===== config.mk =====
export PLATFORM = sky130hd
export DESIGN_NAME = dma_drain_arb
export DESIGN_NICKNAME = d
export VERILOG_FILES = /design/src/rtl/dma_drain_arb.sv
export SDC_FILE = /design/constraint.sdc
export NUM_CORES = 1
export LEC_CHECK = 0
export CAP_MARGIN = 5
export CELL_PAD_IN_SITES_DETAIL_PLACEMENT = 1
export CELL_PAD_IN_SITES_GLOBAL_PLACEMENT = 1
export CORE_MARGIN = 3
export CORE_UTILIZATION = 36
export DETAILED_ROUTE_END_ITERATION = 7
export PLACE_DENSITY_LB_ADDON = 0.1
export SYNTH_ARGS = -nofsm -noshare
export SYNTH_HDL_FRONTEND = slang
export SYNTH_SLANG_ARGS = --single-unit

===== constraint.sdc =====
create_clock -name clk -period 7.4 [get_ports clk]
set_input_delay 1.85 -clock clk [delete_from_list [all_inputs] [get_ports clk]]
set_output_delay 1.85 -clock clk [all_outputs]
set_load 0.005 [all_outputs]

===== src/rtl/dma_drain_arb.sv =====
// Read side of the 4-channel DMA FIFO bank: round-robin drains channel FIFOs one
// word at a time and presents each word with its per-channel destination address.

module dma_drain_ch #(
    parameter int AINC = 4
) (
    input  logic        clk,
    input  logic        rst,
    input  logic        ld,
    input  logic        inc,
    input  logic [31:0] ld_addr,
    output logic [31:0] addr
);
    // A config write on the same cycle as an accept wins over the increment.
    always_ff @(posedge clk or posedge rst) begin
        if (rst)      addr <= '0;
        else if (ld)  addr <= ld_addr;
        else if (inc) addr <= addr + 32'(AINC);
    end
endmodule

module dma_drain_arb #(
    parameter int BURST = 4,
    parameter int AINC  = 4
) (
    input  logic        clk,
    input  logic        rst,
    input  logic [3:0]  ch_en,
    input  logic        cfg_we,
    input  logic [1:0]  cfg_ch,
    input  logic [31:0] cfg_addr,
    input  logic [3:0]  empty,
    output logic [3:0]  rd,
    input  logic [31:0] rdata_0,
    input  logic [31:0] rdata_1,
    input  logic [31:0] rdata_2,
    input  logic [31:0] rdata_3,
    output logic        out_valid,
    input  logic        out_ready,
    output logic [31:0] out_addr,
    output logic [31:0] out_data,
    output logic [1:0]  out_ch,
    output logic        busy
);
    localparam int NUM_LANES = 4;
    localparam int CW = 5;

    typedef enum logic [1:0] {IDLE, READ, CAPT, SEND} state_t;

    state_t                             state, state_nxt;
    logic [1:0]                         g, g_nxt, rr, rr_nxt, pick;
    logic [CW-1:0]                      cnt, cnt_nxt;
    logic                               pick_vld, accept;
    logic [NUM_LANES-1:0]               elig, ld, inc;
    logic [NUM_LANES-1:0][31:0]         addr, rdata;

    assign elig   = ch_en & ~empty;
    assign rdata  = {rdata_3, rdata_2, rdata_1, rdata_0};
    assign accept = (state == SEND) && out_ready;

    generate
        for (genvar n = 0; n < NUM_LANES; n++) begin : g_ch
            assign ld[n]  = cfg_we && (cfg_ch == 2'(n));
            assign inc[n] = accept && (g == 2'(n));
            dma_drain_ch #(.AINC(AINC)) u_ch (
                .clk     (clk),
                .rst     (rst),
                .ld      (ld[n]),
                .inc     (inc[n]),
                .ld_addr (cfg_addr),
                .addr    (addr[n])
            );
        end
    endgenerate

    // Scan from the farthest offset down so the nearest eligible channel wins.
    always_comb begin
        logic [1:0] idx;
        pick_vld = 1'b0;
        pick     = rr;
        idx      = rr;
        for (int i = NUM_LANES - 1; i >= 0; i--) begin
            idx = rr + 2'(i);
            if (elig[idx]) begin
                pick_vld = 1'b1;
                pick     = idx;
            end
        end
    end

    always_comb begin
        state_nxt = state;
        g_nxt     = g;
        rr_nxt    = rr;
        cnt_nxt   = cnt;
        case (state)
            IDLE: if (pick_vld) begin
                g_nxt     = pick;
                cnt_nxt   = '0;
                state_nxt = READ;
            end
            READ: if (elig[g]) begin
                state_nxt = CAPT;
            end else begin
                rr_nxt    = g + 2'd1;
                state_nxt = IDLE;
            end
            CAPT: state_nxt = SEND;
            SEND: if (out_ready) begin
                cnt_nxt = cnt + CW'(1);
                if ((cnt + CW'(1)) < CW'(BURST) && elig[g]) begin
                    state_nxt = READ;
                end else begin
                    rr_nxt    = g + 2'd1;
                    state_nxt = IDLE;
                end
            end
            default: state_nxt = IDLE;
        endcase
    end

    always_ff @(posedge clk or posedge rst) begin
        if (rst) begin
            state    <= IDLE;
            g        <= '0;
            rr       <= '0;
            cnt      <= '0;
            out_addr <= '0;
            out_data <= '0;
            out_ch   <= '0;
        end else begin
            state <= state_nxt;
            g     <= g_nxt;
            rr    <= rr_nxt;
            cnt   <= cnt_nxt;
            if (state == CAPT) begin
                out_data <= rdata[g];
                out_addr <= addr[g];
                out_ch   <= g;
            end
        end
    end

    // Strobe decoded from the state register; the empty recheck keeps reads off drained FIFOs.
    assign rd        = (state == READ && elig[g]) ? (4'd1 << g) : 4'd0;
    assign out_valid = (state == SEND);
    assign busy      = (state != IDLE);
endmodule


After elaboration in Yosys (flattened, before gate mapping)
Cells that the tools add are included.
{"block": "totals", "regBits": 205, "inputBits": 174, "output_inout_bits": 72}
{"block": "op_classes", "reduce_logical": 25, "order_cmp": 6, "n_eq_ne": 13, "bitwise": 2, "mux": 43, "addsub": 9, "shift": 1}
{"cell": "32-bit two-way mux", "count": 10}
{"cell": "32-bit by 3-bit adder with 32-bit output, second input constant", "count": 4}
{"cell": "32-bit binary-select mux with 2-bit select", "count": 2}
{"cell": "2-bit two-way mux", "count": 10}
{"cell": "2-bit by 3-bit less-than comparator with 1-bit output, second input constant", "count": 5}
{"cell": "2-bit nonzero test", "count": 7}
{"cell": "2-bit == test, second input constant", "count": 6}
{"cell": "1-bit logical AND", "count": 11}
{"cell": "1-bit binary-select mux with 2-bit select", "count": 5}
{"cell": "1-bit two-way mux", "count": 10}
{"cell": "5-bit two-way mux", "count": 2}
{"cell": "5-bit case mux with 2 select lines", "count": 1}
{"cell": "2-bit case mux with 4 select lines", "count": 1}
{"cell": "2-bit by 1-bit == test with 1-bit output, second input constant", "count": 3}
{"cell": "2-bit logical NOT", "count": 3}
{"cell": "2-bit inequality test, second input constant", "count": 3}
{"cell": "5-bit by 1-bit adder with 5-bit output, second input constant", "count": 1}
{"cell": "5-bit by 3-bit less-than comparator with 1-bit output, second input constant", "count": 1}
{"cell": "2-bit by 1-bit adder with 2-bit output, second input constant", "count": 2}
{"cell": "2-bit adder, second input constant", "count": 2}
{"cell": "4-bit bitwise AND", "count": 1}
{"cell": "4-bit two-way mux", "count": 1}
{"cell": "4-bit NOT", "count": 1}
{"cell": "2-bit case mux with 2 select lines", "count": 1}
{"cell": "other kinds (5)", "count": 6}

Logic depth before layout (Yosys ltp)
Gate-level depths: netlist of the first run.
{"block": "depth", "word_depth": 10, "depth_mapped": 11}

Hierarchy
A second synthesis of the first run with hierarchy kept.
{"block": "unflattened", "hier_cells": 1130, "hier_area_um2": 12299.3}
{"module": "dma_drain_ch", "seq_area_each_um2": 800.8, "n_inst": 4, "area_per_inst_um2": 1849.3, "cells_per_inst": 203}
{"module": "dma_drain_arb", "seq_area_each_um2": 1926.8, "n_inst": 1, "area_per_inst_um2": 4902.2, "cells_per_inst": 318}

Worst setup path after synthesis of the first run
No wires, ideal clock.
{"block": "synth_path", "path_kind": "input-to-output", "from": "input ch_en[3]", "to": "output rd[0]", "setup_slack_ns": 2.671, "path_stages": 4, "arrival_time_ns": 2.879, "cell_sequence": "nor2b_1 > mux4_2 > and3_1 > and2_1"}
{"block": "synth_via", "elab_chain_len": 5}
{"item": "start, declared", "line_no": "28", "source": "input logic [3:0] ch_en,"}
{"item": "4-bit bitwise AND", "line_no": "57", "source": "assign elig = ch_en & ~empty;"}
{"item": "1-bit binary-select mux with 2-bit select", "line_no": "145", "source": "assign rd = (state == READ && elig[g]) ? (4'd1 << g) : 4'd0;"}
{"item": "1-bit two-way mux (implied by the code)", "line_no": "145"}
{"item": "1-bit logical AND", "line_no": "145"}
{"item": "4-bit two-way mux", "line_no": "145"}
{"item": "end, declared", "line_no": "33", "source": "output logic [3:0] rd,"}
No other way between the ends. The select of a mux whose other input is x is not followed.

Final worst setup path of the first run
{"block": "layout_path", "from": "input ch_en[3]", "to": "output rd[1]"}
Same word-level chain as after synthesis.

==> metrics.txt, run 1 <==
antenna violations before repair=1; Nets=around 1500; Worst R2R Path Depth=7; power density cells=between 300 and 400 nW/µm²; cells along the critical path=clkdlybuf4s50_1 -> nor2b_1 -> mux4_2 -> and3_1 -> and2_1 -> clkdlybuf4s50_1; slew of the pin with the lowest slew margin=1.09 ns; aggregate negative setup slack=0 ns; maximum number of pins on one net before global-route repair=~160; Sw Share=33.1%; number of nets still failing antenna checks after routing=0; Yosys cell types=42; stage delay of the slowest cell on the critical path=~0.5 ns; first-pass GRT wire length=approximately 60000 µm; CTS tree=yes; slack of the worst reg-to-reg path=4.12 ns; peak supply drop=between 0.00015 and 0.0002 V; Pre-antenna DRT Iters=5; synthesized instance count=roughly 1100; run status=complete, no violations; RSZ-0062 raised after global routing=false; HPWL after detailed placement=around 28000 µm; final setup violation count=0; row count=65; endpoint of the worst hold path=g_ch[3].u_ch.addr[1]$_DFFE_PP0P_; number of max-cap violations=0; share of power burned in combinational logic=between 30% and 40%; static leakage=approximately 5.7 nW; share of power burned in registers=~38%; die area=about 35000 µm²; Worst Path Max Fanout=7; CP Data Arrival Time=around 4.0 ns; dpl cell area=14500 µm²; total non-filler cell area in the finished layout=around 15000 µm²; highest clock rate=roughly 170 MHz; die height=186 µm; fin crit share=around four fifths; number of instances resized during post-cts repair=0; Setup crit start kind=primary input; Hold Crit Start=g_ch[3].u_ch.addr[1]$_DFFE_PP0P_; Routed WL per cell=between 20 and 25 µm; hold buffer count at cts=0; CP dominant cell by count=clkdlybuf4s50_1; proportion of layout cells with a drive suffix above 1=between 15 and 20%; count of final hold-check violations=0; final estimated routing congestion in global placement=a little over 0.8; Fillers=around 3500; routed wire length=slightly below 40000 µm; endpoint of the worst register-to-register path=g_ch[0].u_ch.addr[31]$_DFFE_PP0P_; overall global routing resource usage=22.0%; clock latency on the worst-skew pair=around 0.52 ns; overall die width=around 190 µm; endpoint required time on the critical path=about 5.6 ns; total net switching power=1.63 mW; total vias in the final route=around 9600; detailed-route vias per instance=about 5.5; worst hold-check path type=reg2reg; library cell contributing the largest single delay on the critical path=clkdlybuf4s50_1; category of cells accounting for the largest share of critical-path delay=buffers and inverters; normalized max-slew margin=a little over a quarter; total clock buffers created by CTS=25; post-synthesis instance area=11700 µm²; root buffer selected by CTS=clkbuf_16; Power Total=approximately 4.9 mW; startpoint of the worst register-to-register path=g[0]$_DFFE_PP0P_; fraction of synthesis flops using an asynchronous set or reset pin=100%; Placed Instances=approximately 1700; fin crit period=5.87 ns; Worst setup EP type=output pin; dominant register cell in the synthesized netlist=dfrtp_1; number of non-filler instances in the completed layout=1733; area grow syn2layout=30.5%; Seq/Total Area, Yosys=44.0%; Max Root-Sink Buffers=3; setup skew after layout=about 0.0083 ns; via count of the first global-routing pass=~10000; Mapped Avg Cell Area=10.6 µm²; Overflow after GRT=0; Crit path buffers/inverters=2; worst hold path stage count=2; number of warnings reported in the yosys synthesis log=0; Iteration-0 DRC Markers=530; internal cell power=between 3 and 4 mW; core region area=31700 µm²; starting utilization of the core area=a little under two fifths; CTS H-Tree Depth=1; number of I/O port buffers=approximately 250; Crit Path Category=in2out; Post-CTS Setup Inserts=0; Post-synth EDFFs=0; nets in the synthesized netlist=1281; antenna diode count=0; clock net sink count=just over 200; clock-pin slew on the worst setup and hold paths=~0.06 ns; number of ports placed on the die boundary=246; Clock power frac=a little under a quarter; DRC violation count after routing=0; Synth Register Bits=between 200 and 250; final number of max-transition violations=0
==> routing by layer <==
metal	part of all wire [%]	up-vias	global-route usage (%)
met2	46	276	36.0
met5	0.026	-	0
met3	6.0	41	3.56
met1	46	4829	31.1
met4	1.7	2	4.29
li1	-	4407	-
==> registers in the layout, summed over array words and instances, names as in the netlist, named ones only <==
register / count
g_ch.u_ch.addr: 128
out_addr: 32
out_data: 32
cnt: 5
g: 2
out_ch: 2
rr: 2
state: 1
==> how the worst max path moves through the flow <==
stage                     depth (start not counted)  slack (ns)      from  endpoint
after CTS                                         6        1.55  ch_en[3]     rd[1]
after global routing                              6        1.40  ch_en[3]     rd[1]
after global placement                            6        1.64  ch_en[3]     rd[0]
final                                             6        1.53  ch_en[3]     rd[1]
after detailed placement                          6        1.59  ch_en[3]     rd[2]
after floorplan                                   4        2.67  ch_en[3]     rd[0]
==> cell usage in the layout, fill, tap and decap left out, types with 2 or more instances in the layout <==
| cell | netlist | final |
|---|---|---|
| nand2b_1 | 3 | 3 |
| dfrtp_4 | 0 | 2 |
| ha_1 | 9 | 9 |
| clkbuf_16 | 0 | 25 |
| a31oi_1 | 5 | 5 |
| clkbuf_1 | 48 | 6 |
| nor4_1 | 6 | 6 |
| and3_1 | 15 | 15 |
| o21ai_0 | 39 | 39 |
| buf_4 | 0 | 10 |
| mux4_2 | 65 | 65 |
| mux2i_1 | 5 | 5 |
| nand2_1 | 109 | 109 |
| mux2_2 | 75 | 75 |
| nor3b_1 | 3 | 2 |
| nor3_1 | 24 | 24 |
| o21ai_1 | 26 | 26 |
| nor2b_1 | 5 | 5 |
| clkdlybuf4s50_1 | 0 | 245 |
| clkinv_2 | 0 | 7 |
| dfrtp_1 | 205 | 203 |
| nor4_2 | 8 | 8 |
| o22ai_1 | 3 | 3 |
| a211oi_1 | 3 | 3 |
| nand3_1 | 42 | 42 |
| xnor2_1 | 56 | 56 |
| and4_1 | 9 | 9 |
| xor2_1 | 56 | 56 |
| or4_1 | 7 | 7 |
| clkbuf_8 | 0 | 5 |
| nand3b_1 | 2 | 2 |
| or3_1 | 6 | 6 |
| and2_1 | 8 | 8 |
| nand4_1 | 44 | 44 |
| a21oi_1 | 70 | 70 |
| nor2_1 | 98 | 97 |
| inv_1 | 17 | 16 |
==> power by group through the flow <==
stage / logic, mW / clock network (mW) / registers, mW
6_report: 1.94 / 1.15 / 1.85
5_1_grt: 2.10 / 1.23 / 1.92
4_1_cts: 1.97 / 1.18 / 1.86
3_5_place_dp: 1.96 / 0 / 1.87
3_3_place_gp: 1.93 / 0 / 1.86
2_1_floorplan: 1.21 / 0 / 1.72
==> cell usage after synthesis (24+ instances only) <==
| cell | n | area share (%) |
|---|---|---|
| dfrtp_1 | 205 | 44 |
| nand2_1 | 109 | 3.5 |
| nor2_1 | 98 | 3.2 |
| mux2_2 | 75 | 7.2 |
| a21oi_1 | 70 | 3.0 |
| mux4_2 | 65 | 13 |
| xnor2_1 | 56 | 4.2 |
| xor2_1 | 56 | 4.2 |
| clkbuf_1 | 48 | 1.5 |
| nand4_1 | 44 | 2.4 |
| nand3_1 | 42 | 1.8 |
| o21ai_0 | 39 | 1.7 |
| o21ai_1 | 26 | 1.1 |
| nor3_1 | 24 | 1.0 |
==> worst reg2reg max path: cells and delay by family (launching register included) <==
kind / cells / cell delay (ns)
simple gates: 3 / 1.63
flops: 1 / 0.67
fa+ha+maj: 1 / 0.37
buf+inv: 1 / 0.24
xor+xnor: 1 / 0.16
compound gates: 1 / 0.07
==> layout make-up <==
| class | instances | area (µm²) | share of cell area [%] |
|---|---|---|---|
| clock buffers | 36 | 717 | 4.71 |
| clock inverters | 7 | 35.0 | 0.230 |
| flip-flops and latches | 205 | 5140 | 33.7 |
| inverters | 17 | 67.6 | 0.444 |
| well taps | 402 | 503 | 3.30 |
| repair buffers | 256 | 2550 | 16.7 |
| multi-input cells | 810 | 6220 | 40.9 |
==> through the flow <==
| stage | hold WS (ns) | utilization, % | worst slack, ns |
|---|---|---|---|
| 2_1_floorplan | 0.440 | - | 2.67 |
| 3_3_place_gp | 0.464 | 45.6 | 1.64 |
| 3_5_place_dp | 0.469 | 45.6 | 1.59 |
| 4_1_cts | 0.484 | 48.0 | 1.55 |
| 5_1_grt | 0.514 | 48.0 | 1.40 |
| 6_report | 0.482 | 48.0 | 1.53 |
==> logic make-up (layout without fill, tap and decap cells) <==
group	count (synthesis)	in the layout	synth area share [%]
and+or+nand+nor	394	394	16.9
muxes	145	145	20.2
xor gates and xnor gates	112	112	8.41
adders and majority gates	9	9	0.965
AOI/OAI and AO/OA	150	150	6.70
DFF	205	205	44.0
buffers and inverters	83	316	2.82
Note: power is estimated with default switching activity, not from simulation.
==> run 2: changes to the inputs <==
==> constraint.sdc (replaced) <==
create_clock -name clk -period 4.7 [get_ports clk]
set_input_delay 1.175 -clock clk [delete_from_list [all_inputs] [get_ports clk]]
set_output_delay 1.175 -clock clk [all_outputs]
set_load 0.005 [all_outputs]
==> run 2 against run 1 <==
Against the previous run:
- critical path depth unchanged
- register-to-register slack lost 2.7 ns
- sequential cell count unchanged
- cell count up 0.75%
- worst hold slack worse by 0.0096 ns
- via count rose by 0.71%
- combinational power increased by 61%
- worst setup slack got worse by 1.2 ns
==> metrics.txt, run 2 (same netlist as run 1, synthesis figures left out) <==
HPWL after detailed placement=28900 µm (+4.1%); final estimated routing congestion in global placement=0.848 (+3.9%); CTS H-Tree Depth=1 (unchanged); dpl cell area=14600 µm² (+0.78%); fin crit period=~4.4 ns; antenna violations before repair=2 (+1); die height=186 µm (unchanged); Overflow after GRT=0 (unchanged); overall global routing resource usage=22.4% (+0.44 points); count of final hold-check violations=0 (unchanged); Nets=1507 (+0.60%); proportion of layout cells with a drive suffix above 1=16.0% (+0.69 points); Crit Path Category=in2out; Pre-antenna DRT Iters=4 (-1); Iteration-0 DRC Markers=440 (-17%); starting utilization of the core area=36.8% (unchanged); Post-CTS Setup Inserts=0 (unchanged); peak supply drop=0.000239 V (+49%); maximum number of pins on one net before global-route repair=78 (-52%); register ranked first by flip-flop count=g_ch.u_ch.addr; via count of the first global-routing pass=10027 (-0.34%); Setup crit start kind=primary input; first-pass GRT wire length=60300 µm (+1.3%); number of max-cap violations=0 (unchanged); core region area=31700 µm² (unchanged); Largest register FFs=128 (unchanged); Regs by FF count=g_ch.u_ch.addr x128, out_addr x32, out_data x32; slack of the worst reg-to-reg path=1.42 ns (-2.70 ns); total non-filler cell area in the finished layout=15400 µm² (+1.1%); CTS tree=yes; overall die width=186 µm (unchanged); final number of max-transition violations=0 (unchanged); clock latency on the worst-skew pair=0.52 ns (about the same); Worst setup EP type=output pin; normalized max-slew margin=31.7% (+5.2 points); final setup violation count=0 (unchanged); clock net sink count=205 (unchanged); hold buffer count at cts=0 (unchanged); CP Data Arrival Time=3.22 ns (-0.80 ns); power density cells=514 nW/µm² (+58%); number of I/O port buffers=245 (unchanged); root buffer selected by CTS=clkbuf_16; area grow syn2layout=32.0%; endpoint required time on the critical path=3.52 ns (-2.03 ns); total clock buffers created by CTS=24 (-4.0%); RSZ-0062 raised after global routing=false; Worst Path Max Fanout=5 (-2); worst hold-check path type=reg2reg; number of nets still failing antenna checks after routing=0 (unchanged); Power Total=7.92 mW (+60%); most frequent standard cell in the layout excluding fill and tap cells=clkdlybuf4s50_1; DRC violation count after routing=0 (unchanged); fin crit share=93.5%; setup skew after layout=0.0109 ns (+0.00253 ns); Max Root-Sink Buffers=3 (unchanged); commonest cells after routing, fill and taps aside=clkdlybuf4s50_1 (245), dfrtp_1 (203), nand2_1 (109); static leakage=5.77 nW (+1.6%); number of ports placed on the die boundary=246 (unchanged); routed wire length=39300 µm (+1.9%); highest clock rate=between 200 and 250 MHz; total vias in the final route=9623 (+0.71%); die area=34600 µm² (unchanged); detailed-route vias per instance=5.51 (about the same); Fillers=3438 (-1.0%); number of non-filler instances in the completed layout=1746 (+0.75%); slew of the pin with the lowest slew margin=1.02 ns (-0.0708 ns); row count=65 (unchanged); number of instances resized during post-cts repair=0 (unchanged); aggregate negative setup slack=0 ns (unchanged); run status=complete, no violations; Routed WL per cell=22.5 µm (+1.2%); clock-pin slew on the worst setup and hold paths=0.06 ns (about the same); Placed Instances=1700 (+0.59%)
-- run 2: cell count changes in the layout (fill, tap and decap cells not counted) --
cell	before	now
buf_12	1	4
buf_4	10	17
bufinv_16	0	1
clkbuf_8	5	8
clkinv_2	7	4
diode_2	0	2
-- run 2: area by class of cell --
cell class	count	area, µm²	area share [%]
flip-flops and latches	205	5140	33.3
diodes	2	5.00	0.0325
well taps	402	503	3.27
inverters	17	67.6	0.439
repair buffers	266	2660	17.3
multi-input cells	810	6220	40.4
clock buffers	39	758	4.92
clock inverters	5	50.0	0.325
-- run 2: per-stage QoR --
step | setup WS, ns | hold WS, ns | utilization, %
after global routing | 0.182 | 0.518 | 48.6
after CTS | 0.320 | 0.478 | 48.6
after floorplan | 0.867 | 0.440 | -
after global placement | 0.362 | 0.461 | 46.0
after detailed placement | 0.332 | 0.464 | 46.0
final | 0.305 | 0.472 | 48.6
-- run 2: power breakdown --
part / internal (mW) / switching, mW / leakage (nW)
sequential: 2.31 / 0.573 / 2.42
clock: 1.15 / 0.760 / 0.402
combinational: 1.87 / 1.26 / 2.95
total: 5.33 / 2.59 / 5.77
-- run 2: final timing paths --
path                                                  start                           endpoint  cells past startpoint
max in group asynchronous                               rst  g_ch[3].u_ch.addr[13]$_DFFE_PP0P_                      3
min in group asynchronous                               rst           out_data[30]$_DFFE_PP0N_                      2
max reg2reg                                g[0]$_DFFE_PP0P_  g_ch[3].u_ch.addr[31]$_DFFE_PP0P_                      7
min reg2reg                g_ch[3].u_ch.addr[0]$_DFFE_PP0P_   g_ch[3].u_ch.addr[0]$_DFFE_PP0P_                      2
min                        g_ch[3].u_ch.addr[0]$_DFFE_PP0P_   g_ch[3].u_ch.addr[0]$_DFFE_PP0P_                      2
max                                                ch_en[0]                              rd[2]                      6
-- run 2: layer usage --
layer,track usage [%],vias to the layer above,wire length [µm]
li1,-,4421,-
met1,31.0,4894,17800
met2,37.6,265,18500
met3,3.63,43,2250
met4,4.41,0,726
met5,0,-,0
-- run 2: critical path, stage by stage --
cell	delay (ns)
clkdlybuf4s50_1	0.47
nor2b_1	0.30
mux4_2	0.36
and3_1	0.24
and2_1	0.16
clkdlybuf4s50_1	0.50
==> run 3: changes to the inputs <==
--- a/config.mk
+++ b/config.mk
@@ -5,12 +5,14 @@
 export SDC_FILE = /design/constraint.sdc
 export NUM_CORES = 1
 export LEC_CHECK = 0
+export ABC_CLOCK_PERIOD_IN_PS = 5600
 export CAP_MARGIN = 5
 export CELL_PAD_IN_SITES_DETAIL_PLACEMENT = 1
 export CELL_PAD_IN_SITES_GLOBAL_PLACEMENT = 1
 export CORE_MARGIN = 3
-export CORE_UTILIZATION = 36
+export CORE_UTILIZATION = 41
 export DETAILED_ROUTE_END_ITERATION = 7
+export DONT_BUFFER_PORTS = 1
 export PLACE_DENSITY_LB_ADDON = 0.1
 export SYNTH_ARGS = -nofsm -noshare
 export SYNTH_HDL_FRONTEND = slang
==> constraint.sdc (replaced) <==
create_clock -name clk -period 5.6 [get_ports clk]
set_input_delay 1.4 -clock clk [delete_from_list [all_inputs] [get_ports clk]]
set_output_delay 1.4 -clock clk [all_outputs]
set_load 0.005 [all_outputs]
==> run 3 against run 2 <==
Against the previous run:
- total power is 25% lower
- worst hold slack improved by 0.0012 ns
- largest power group is now sequential cells
- combinational power decreased by 43%
- utilization is 2.8 points lower
- critical path type unchanged
- routed wire length is 7.4% lower
==> metrics.txt, run 3 (same netlist as run 1, synthesis figures left out) <==
run status=complete, no violations; static leakage=4.73 nW (-18%); number of ports placed on the die boundary=246 (unchanged); fin crit period=4.10 ns; routed wire length=36500 µm (-7.4%); placement-stage worst setup slack=1.51 ns (+1.18 ns); CTS tree=yes; Overflow after GRT=0 (unchanged); root buffer selected by CTS=clkbuf_16; total vias in the final route=8788 (-8.7%); register ranked first by flip-flop count=g_ch.u_ch.addr; antenna violations before repair=6 (+4); area grow syn2layout=9.46%; core region area=27900 µm² (-12%); met3 track utilization from global routing=4.74% (+1.1 points); first-pass GRT wire length=56600 µm (-6.1%); Worst setup EP type=output pin; slew of the pin with the lowest slew margin=1.25 ns (+0.233 ns); Regs by FF count=g_ch.u_ch.addr x128, out_addr x32, out_data x32; number of I/O port buffers=0 (-100%); worst hold path stage count=2 (unchanged); aggregate negative setup slack=0 ns (unchanged); peak supply drop=0.000233 V (-2.5%); final setup violation count=0 (unchanged); Routed WL per cell=24.7 µm (+9.8%); clock latency on the worst-skew pair=0.52 ns (about the same); proportion of layout cells with a drive suffix above 1=18.8% (+2.7 points); maximum number of pins on one net before global-route repair=96 (+23%); Pre-antenna DRT Iters=6 (+2); number of instances resized during post-cts repair=0 (unchanged); library cell contributing the largest single delay on the critical path=mux4_2; Worst Path Max Fanout=7 (+2); Power Total=5.91 mW (-25%); cells along the critical path=nor2b_1 -> mux4_2 -> and3_1 -> and2_1; final estimated routing congestion in global placement=0.871 (+2.7%); count of final hold-check violations=0 (unchanged); Iteration-0 DRC Markers=560 (+27%); number of nets still failing antenna checks after routing=0 (unchanged); normalized max-slew margin=15.6% (-16 points); total clock buffers created by CTS=25 (+4.2%); worst-case setup margin in the final layout=1.50 ns (+1.20 ns); Largest register FFs=128 (unchanged); via count of the first global-routing pass=9245 (-7.8%); Fillers=3082 (-10%); stage delay of the slowest cell on the critical path=0.37 ns (-0.13 ns); clock net sink count=205 (unchanged); overall die width=175 µm (-6.1%); clock-pin slew on the worst setup and hold paths=0.05 ns (about the same); setup skew after layout=0.0119 ns (+0.00106 ns); grt met1 use=32.4% (+1.5 points); Post-CTS Setup Inserts=0 (unchanged); fin crit share=73.2%; Worst R2R Path Depth=6 (-1); commonest cells after routing, fill and taps aside=dfrtp_1 (203), nand2_1 (109), nor2_1 (97); worst hold-check path type=reg2reg; overall global routing resource usage=23.6% (+1.2 points); die area=30500 µm² (-12%); HPWL after detailed placement=26200 µm (-9.2%); hold buffer count at cts=0 (unchanged); starting utilization of the core area=41.8% (+5.0 points); row count=61 (-6.2%); Crit Path Category=in2out; power density cells=463 nW/µm² (-9.9%); number of max-cap violations=0 (unchanged); Max Root-Sink Buffers=3 (unchanged); Setup crit start kind=primary input; CP Data Arrival Time=2.70 ns (-0.52 ns); GR met2 Demand/Resource=38.6% (+1.0 points); Most Crowded Layer GR=met2; endpoint required time on the critical path=4.20 ns (+0.68 ns); detailed-route vias per instance=5.97 (+8.2%); RSZ-0062 raised after global routing=false; DRC violation count after routing=0 (unchanged); highest clock rate=about 240 MHz; die height=175 µm (-6.1%); final number of max-transition violations=0 (unchanged); Nets=1253 (-17%); most frequent standard cell in the layout excluding fill and tap cells=dfrtp_1; CTS H-Tree Depth=1 (unchanged)
==> run 3: critical path: cells and delay by family <==
kind	cells	cell delay (ns)
AND/OR/NAND/NOR	3	0.94
multiplexers	1	0.37
==> run 3: stage by stage <==
step / hold WS, ns / cells / area [µm²] / utilization, %
global route: 0.511 / 1472 / 12800 / 45.7
floorplan: 0.440 / 1098 / 11700 / -
detailed placement: 0.464 / 1421 / 12000 / 42.9
CTS: 0.478 / 1466 / 12800 / 45.7
global placement: 0.463 / 1421 / 12000 / 42.9
finish: 0.473 / 1473 / 12800 / 45.7
==> run 3: report_power, final <==
group          switching, mW  internal (mW)
registers              0.671           1.94
logic                  0.740           1.04
clock network          0.640          0.887
==> run 3: metal layers <==
layer  vias to the layer above  wire length (µm)
met2                       320             17100
met4                         0               783
met5                         -                 0
met3                        47              2730
li1                       3929                 -
met1                      4492             15800
==> run 3: final timing paths <==
check / startpoint / end / slack [ns]
max in group asynchronous: rst / out_data[5]$_DFFE_PP0N_ / 3.99
setup reg to reg: g[1]$_DFFE_PP0P_ / g_ch[3].u_ch.addr[26]$_DFFE_PP0P_ / 2.00
min in group asynchronous: rst / cnt[2]$_DFFE_PP0P_ / 0.93
hold / removal: g_ch[3].u_ch.addr[1]$_DFFE_PP0P_ / g_ch[3].u_ch.addr[1]$_DFFE_PP0P_ / 0.47
setup / recovery: ch_en[3] / rd[3] / 1.50
hold reg to reg: g_ch[3].u_ch.addr[1]$_DFFE_PP0P_ / g_ch[3].u_ch.addr[1]$_DFFE_PP0P_ / 0.47
==> run 3: area by class of cell <==
class	instances	area [µm²]	share of cell area, %
clock buffers	39	728	5.70
multi-input cells	810	6220	48.7
flip-flops and latches	205	5140	40.2
inverters	17	67.6	0.529
clock inverters	6	30.0	0.235
diodes	7	17.5	0.137
well taps	378	473	3.70
repair buffers	11	95.1	0.744
